<file path="config.mk">
export PLATFORM = sky130hd
export DESIGN_NAME = pipe_trace_buffer
export DESIGN_NICKNAME = d
export VERILOG_FILES = /design/src/rtl/pipe_trace_buffer.sv
export SDC_FILE = /design/constraint.sdc
export NUM_CORES = 2
export LEC_CHECK = 0
export BUFFER_PORTS_ARGS = -buffer_cell sky130_fd_sc_hd__buf_2
export CAP_MARGIN = 20
export CELL_PAD_IN_SITES_DETAIL_PLACEMENT = 0
export CELL_PAD_IN_SITES_GLOBAL_PLACEMENT = 1
export CORE_ASPECT_RATIO = 1.75
export CORE_UTILIZATION = 49
export CTS_CLUSTER_SIZE = 16
export DETAILED_ROUTE_END_ITERATION = 10
export GPL_TIMING_DRIVEN = 0
export PLACE_DENSITY_LB_ADDON = 0.1
export SYNTH_ARGS = -nofsm -noshare
export SYNTH_HDL_FRONTEND = slang
export SYNTH_SLANG_ARGS = --single-unit
export TNS_END_PERCENT = 1
</file>
<file path="constraint.sdc">
create_clock -name CLK -period 6.08 [get_ports CLK]
set_clock_uncertainty 0.05 [all_clocks]
set_input_delay 1.824 -clock CLK [delete_from_list [all_inputs] [get_ports CLK]]
set_output_delay 1.824 -clock CLK [all_outputs]
set_load 0.02 [all_outputs]
</file>
<file path="src/rtl/pipe_trace_buffer.sv">
// rtl/pipe_trace_buffer.sv - circular pipeline-register trace buffer with arm/trigger/post capture and readout
// Optional PIPE_TRACE_FILTER_EN: record only cycles where any ch_valid bit is set.
module pipe_trace_buffer #(
  parameter int CH_WIDTH = 32,
  parameter int NUM_CH   = 4,
  parameter int DEPTH    = 16,
  parameter int CYCLE_W  = 32
) (
  input  logic                                    CLK,
  input  logic                                    RST,
  input  logic [NUM_CH*CH_WIDTH-1:0]              ch_data,
  input  logic [NUM_CH-1:0]                       ch_valid,
  input  logic                                    arm,
  input  logic                                    trig,
  input  logic [$clog2(DEPTH):0]                  post_trig,
  input  logic [CYCLE_W-1:0]                      stop_cycle,
  input  logic                                    rd_en,
  output logic [CYCLE_W+NUM_CH+NUM_CH*CH_WIDTH-1:0] rd_data,
  output logic                                    rd_valid,
  output logic                                    rd_empty,
  output logic [CYCLE_W-1:0]                      cycle_count,
  output logic [1:0]                              state,
  output logic                                    halt
);

  localparam int AW = $clog2(DEPTH);
  localparam int PW = AW + 1;
  localparam int EW = CYCLE_W + NUM_CH + NUM_CH * CH_WIDTH;

  typedef enum logic [1:0] {S_IDLE = 2'd0, S_ARMED = 2'd1, S_POST = 2'd2, S_DONE = 2'd3} state_t;

  state_t         cur, nxt;
  logic [EW-1:0]  mem [DEPTH];
  logic [AW-1:0]  wr_ptr, rd_ptr;
  logic [PW-1:0]  count, post_cnt, post_load;
  logic           sample_ok, halt_hit, halt_now;
  logic           do_write, do_read, load_post;

`ifdef PIPE_TRACE_FILTER_EN
  assign sample_ok = |ch_valid;
`else
  assign sample_ok = 1'b1;
`endif

  // halt_hit fires once; afterwards the sticky flag keeps the counter frozen
  assign halt_hit  = (stop_cycle != '0) && (cycle_count == stop_cycle) && !halt;
  assign halt_now  = halt | halt_hit;
  assign post_load = (post_trig > PW'(DEPTH)) ? PW'(DEPTH) : post_trig;
  assign rd_empty  = (count == '0) || (cur != S_DONE);
  assign state     = cur;

  always_ff @(posedge CLK) begin
    if (RST) cur <= S_IDLE;
    else     cur <= nxt;
  end

  always_comb begin
    nxt       = cur;
    do_write  = 1'b0;
    do_read   = 1'b0;
    load_post = 1'b0;
    case (cur)
      S_IDLE: begin
        if (arm) nxt = S_ARMED;
      end
      S_ARMED: begin
        do_write = sample_ok;
        if (halt_now) begin
          nxt = S_DONE;
        end else if (trig) begin
          load_post = 1'b1;
          nxt       = (post_load == '0) ? S_DONE : S_POST;
        end
      end
      S_POST: begin
        do_write = sample_ok;
        if (halt_now || post_cnt == '0 || (sample_ok && post_cnt == PW'(1)))
          nxt = S_DONE;
      end
      S_DONE: begin
        do_read = rd_en && (count != '0);
        if (count == '0 && !do_read) nxt = S_IDLE;
      end
      default: nxt = S_IDLE;
    endcase
  end

  always_ff @(posedge CLK) begin
    if (do_write) mem[wr_ptr] <= {cycle_count, ch_valid, ch_data};
  end

  always_ff @(posedge CLK) begin
    if (RST) begin
      wr_ptr      <= '0;
      rd_ptr      <= '0;
      count       <= '0;
      post_cnt    <= '0;
      rd_data     <= '0;
      rd_valid    <= 1'b0;
      cycle_count <= '0;
      halt        <= 1'b0;
    end else begin
      rd_valid <= do_read;
      if (!halt_now) cycle_count <= cycle_count + 1'b1;
      if (halt_hit)  halt <= 1'b1;
      if (cur == S_IDLE && arm) begin
        wr_ptr <= '0;
        rd_ptr <= '0;
        count  <= '0;
      end
      // a full buffer drops its oldest entry so readout stays oldest-first
      if (do_write) begin
        wr_ptr <= wr_ptr + 1'b1;
        if (count == PW'(DEPTH)) rd_ptr <= rd_ptr + 1'b1;
        else                     count  <= count + 1'b1;
      end
      if (do_read) begin
        rd_data <= mem[rd_ptr];
        rd_ptr  <= rd_ptr + 1'b1;
        count   <= count - 1'b1;
      end
      if (load_post)
        post_cnt <= post_load;
      else if (cur == S_POST && do_write && post_cnt != '0)
        post_cnt <= post_cnt - 1'b1;
    end
  end

endmodule

</file>
Word level (Yosys, flattened, before mapping)
Memory sizes are Yosys's and may differ from the RTL's. A register that Yosys moved wholly into a read port is not among the register bits.
Index checks and enable logic that the tools add are counted.
W data, S select, Z words.
{"block": "totals", "elab_cells": 78, "n_memories": 1, "reg_bits": 54, "ramBits": 2624}
{"block": "op_classes", "order_cmp": 1, "n_bitwise": 1, "reduce_logical": 23, "add_sub_neg": 6, "n_mux": 27, "eq_ne": 11}
{"memory": "mem", "words": 16, "word_bits": 164, "rd": 1, "rd_clocked_by_memory_dff": 1, "wr": 1, "line": "33", "rtl": "logic [EW-1:0] mem [DEPTH];"}
{"op": "$mux W5", "count": 7}
{"op": "$add A32 B1 Y32 const B", "count": 1}
{"op": "$eq A32 B32 Y1", "count": 1}
{"op": "$reduce_bool A32 Y1", "count": 1}
{"op": "$mux W4", "count": 6}
{"op": "$logic_not A5 Y1", "count": 3}
{"op": "$mux W2", "count": 5}
{"op": "$reduce_bool A5 Y1", "count": 2}
{"op": "$sub A5 B1 Y5 const B", "count": 2}
{"op": "$add A4 B1 Y4 const B", "count": 2}
{"op": "$mux W1", "count": 8}
{"op": "$ne A2 B2 Y1 const B", "count": 4}
{"op": "$pmux W2 S4", "count": 1}
{"op": "$logic_and A1 B1 Y1", "count": 7}
{"op": "$add A5 B1 Y5 const B", "count": 1}
{"op": "$eq A5 B1 Y1 const B", "count": 1}
{"op": "$eq A5 B5 Y1 const B", "count": 1}
{"op": "$gt A5 B5 Y1 const B", "count": 1}
{"op": "$eq A2 B2 Y1 const B", "count": 2}
{"op": "$reduce_and A4 Y1", "count": 1}
{"op": "$reduce_bool A2 Y1", "count": 2}
{"op": "$logic_or A1 B1 Y1", "count": 3}
{"op": "$ne A3 B3 Y1 const B", "count": 1}
{"op": "$eq A2 B1 Y1 const B", "count": 1}
{"op": "4 further kinds", "count": 5}

Depth between registers and ports, before layout
{"block": "depth", "depth_word": 8, "ltp_mapped": 9}

Least setup slack after synthesis
OpenSTA, ideal clock, no wires.
{"block": "synth_timing", "path_type": "register -> register", "startpoint": "register cur[0] (netlist: state[0])", "endpoint": "memory mem[0][0] (netlist name) (enable)", "setup_ps": 543, "path_buffers": 1, "path_stages_with_launch": 7, "t_required_ps": 5487, "slack_ps": 227, "arrival_ps": 5259, "synth_period_minus_slack_ps": 5853, "cell_sequence": "dfxtp_1 > inv_1 > ha_1 > inv_1 > clkbuf_1 > nor3_1 > and2_1"}
{"block": "synth_via", "elab_chain_len": 5}
{"element": "from (decl)", "line": "32", "rtl": "state_t cur, nxt;"}
{"element": "from (signal assigned)", "line": "54", "rtl": "else cur <= nxt;"}
{"element": "$eq A2 B2 Y1 / $eq A2 B1 Y1 (equally long branches)", "line": "62", "rtl": "case (cur)"}
{"element": "$reduce_or A2 Y1 (no line) *"}
{"element": "$mux W1 *", "line": "62"}
{"element": "$mux W1 *", "line": "89", "rtl": "if (do_write) mem[wr_ptr] <= {cycle_count, ch_valid, ch_data};"}
{"element": "$mux W1 (implied by the code) *", "line": "89"}
{"element": "to (decl)", "line": "33"}
Mark *: on every way between the ends. The rest lies on a longest branch, timed or not.

Final worst setup path
{"block": "layout_timing", "startpoint": "register count[0]", "endpoint": "output port rd_empty"}
{"block": "layout_via", "elab_chain_len": 2}
{"element": "from (decl)", "line": "35", "rtl": "logic [PW-1:0] count, post_cnt, post_load;"}
{"element": "from (signal assigned)", "line": "115", "rtl": "else count <= count + 1'b1;"}
{"element": "from (signal assigned)", "line": "120", "rtl": "count <= count - 1'b1;"}
{"element": "$logic_not A5 Y1", "line": "49", "rtl": "assign rd_empty = (count == '0) || (cur != S_DONE);"}
{"element": "$logic_or A1 B1 Y1", "line": "49"}
{"element": "to (decl)", "line": "20", "rtl": "output logic rd_empty,"}
No other way between the ends.

==> results.yml <==
sta:
  finalCriticalPeriod_ns: 4.61
  max_slew_margin: 0.224
  fin_hold_ws_ns: 0.400
  rsz0062_at_grt: "no"
  layout_worst_path_cycle_share: 0.757
  worstMarginPinSlew_ns: 1.16
  max_freq_ghz: 0.217
  setup_tns_ns: 0
  setup_viol: 0
  finalHoldViolCount: 0
  timing.final.max_slew_violations: 0
cts:
  clk_latency_ns: 0.83
  root_buffer: "clkbuf_16"
  htreeDepth: 5
  cts_buffers: 267
  cts_tree: "done"
  clk_pin_slew_ns: 0.07
  cts_buffer_depth: 4
  cts.sink_count: 2842
  postCtsSetupBuffers: 0
  hold_buffers: 0
  post_cts_resize_count: 0
floorplan:
  fp-row-count: 226
  start_util: 0.494
  coreArea_um2: 217000
  fp.dieH_um: 621
  die_w_um: 356
  die_area_um2: 221000
  ios: 375
yosys:
  synth_most_common_cell: "edfxtp_1"
  synth_xor_area_frac: 0.00327
  synth_top_family_by_area: "multiplexers"
  synth_top_area_cell: "edfxtp_1"
  synthDistinctLibCells: 53
  synthCells: 4787
  synthTopCellsByArea: "edfxtp_1, mux4_2, dfxtp_1, nand2_1, a21oi_1"
  syn_avg_cell_area_um2: 22.4
  synth_common_cells: "edfxtp_1, mux4_2, nand2_1, dfxtp_1, a21oi_1"
  ys_ff_latch: 2842
  yosys.area_share.simple: 0.0218
  synth_ff_type: "edfxtp_1"
  synth.cell_area_um2: 107000
  yosysWarnings: 0
  synth_top_area_frac: 0.735
  syn-num-nets: 4978
  synth_mux_area_frac: 0.173
  synth_fa_ha_area_frac: 0.00198
  async_reset_ff_frac: 0
  synth_compound_area_frac: 0.0127
  synth_edf_count: 2624
  seq_area_frac_synth: 0.776
global_route:
  grt_pass1_vias: 54012
  grt_use_total: 0.262
  antenna_found_initial: 59
  grt_pass1_wl_um: 403000
  grt_max_degree: 41
  grt_overflow_total: 0
route:
  drt_drc_violations_left: 210
  dr_total_vias: 52415
  avgViaCountPerCell: 6.10
  dr.first_iter.drc_count: 5141
  ant_nets: 0
  wirelength_um: 286000
  wl_per_cell_um: 33.3
  dr.pass1.iters: 11
layout:
  drive_above_1_share: 0.316
  fillers: 16094
  final_cells: 8599
  multi_input_area_um2: 22900
  syn_to_final_growth_pct: 15.5
  finalNetCount: 5714
  post-route-util: 0.571
  final_area_um2: 124000
  seqCellArea_um2: 83200
placed_design:
  dpl_cell_area_um2: 115000
  dp_cells: 8103
  hpwl_um: 176000
  port_buffers: 374
  place.gp.congestion: 0.774
worst_setup_path:
  start_kind: "flop"
  required_ns: 4.21
  crit_type: "flop to output port"
  cp_data_arrival_time_ns: 2.73
  worst_setup_path_end_kind: "output port"
  path_max_fanout: 6
status:
  violations: "DRC"
  status: "finished, violations left"
power_and_ir_drop:
  powerDensity_nw_per_um2: 344
  ir_drop_mv: 0.305
  p_leak_nw: 38.6
min_path:
  hold_class: "flop to flop"
run:
  maxCapViolCount: 0
==> report_power, final <==
part | internal [W] | switching [W]
sequential | 0.0223 | 0.000203
combinational | 0.00134 | 0.00181
clock | 0.00983 | 0.00710
==> state kept, by name, indices dropped and copies added (netlist names) <==
signal       count
count            5
cycle_count     32
wr_ptr           4
halt             1
mem           2624
state            2
rd_ptr           4
rd_data        164
rd_valid         1
post_cnt         5
==> per-stage QoR <==
step / setup slack (ns) / total power (W)
after floorplan: 0.227 / 0.0248
after global placement: -5.80 / 0.0245
after detailed placement: 1.68 / 0.0261
after CTS: 1.44 / 0.0429
after global routing: 1.39 / 0.0437
final: 1.47 / 0.0426
==> layer usage <==
layer  vias to the layer above  wire length (um)  GRT usage
met5                         -               331          0
met4                        54              6370     0.0602
met3                       455             20800     0.0479
met2                      1862            150000      0.462
met1                     28514            109000      0.336
li1                      21530                 -          -
==> critical path, cell delays in order (launching register included) <==
cell,delay (ns)
dfxtp_1,0.36
inv_1,0.07
ha_1,0.21
or3b_2,0.52
o21ai_0,0.48
buf_2,0.28
==> cell usage in the layout, fill, tap and decap left out, drive strengths merged, types with 25 or more instances in the layout <==
master,synthesis,layout
clkinv,0,59
mux4,820,820
nor2,34,34
a21oi,202,202
inv,21,27
nor4,25,25
xor2,36,36
o21ai,30,30
dfxtp,218,218
clkbuf,147,528
edfxtp,2624,2624
nand2,350,350
buf,113,580
==> cell type report <==
type,count,area share
Sequential cell,2842,0.672
Multi-Input combinational cell,1664,0.185
Clock buffer,381,0.0623
Timing Repair Buffer,467,0.0337
Tap cell,2850,0.0288
Buffer,260,0.00893
Clock inverter,93,0.00862
Inverter,21,0.000637
Antenna cell,21,0.000425
==> kinds of logic (layout without fill, tap and decap cells) <==
| family | count (synthesis) | in the layout |
|---|---|---|
| buffers and inverters | 281 | 1222 |
| other | 0 | 21 |
| muxes | 829 | 829 |
| and+or+nand+nor | 522 | 522 |
| xor gates and xnor gates | 40 | 40 |
| DFF | 2842 | 2842 |
| AOI/OAI and AO/OA | 256 | 256 |
| adders and majority gates | 17 | 17 |
==> worst paths after layout <==
kind | from | endpoint | slack, ns | cells after the start
hold reg to reg | rd_data[12]$_SDFFE_PP0P_ | rd_data[12]$_SDFFE_PP0P_ | 0.40 | 2
setup reg to reg | state[1]$_SDFFE_PP0P_ | mem[2][113]$_DFFE_PP_ | 2.22 | 10
setup / recovery | count[0]$_SDFF_PP0_ | rd_empty | 1.47 | 5
hold / removal | rd_data[12]$_SDFFE_PP0P_ | rd_data[12]$_SDFFE_PP0P_ | 0.40 | 2
Note: power is estimated with default switching activity, not from simulation.
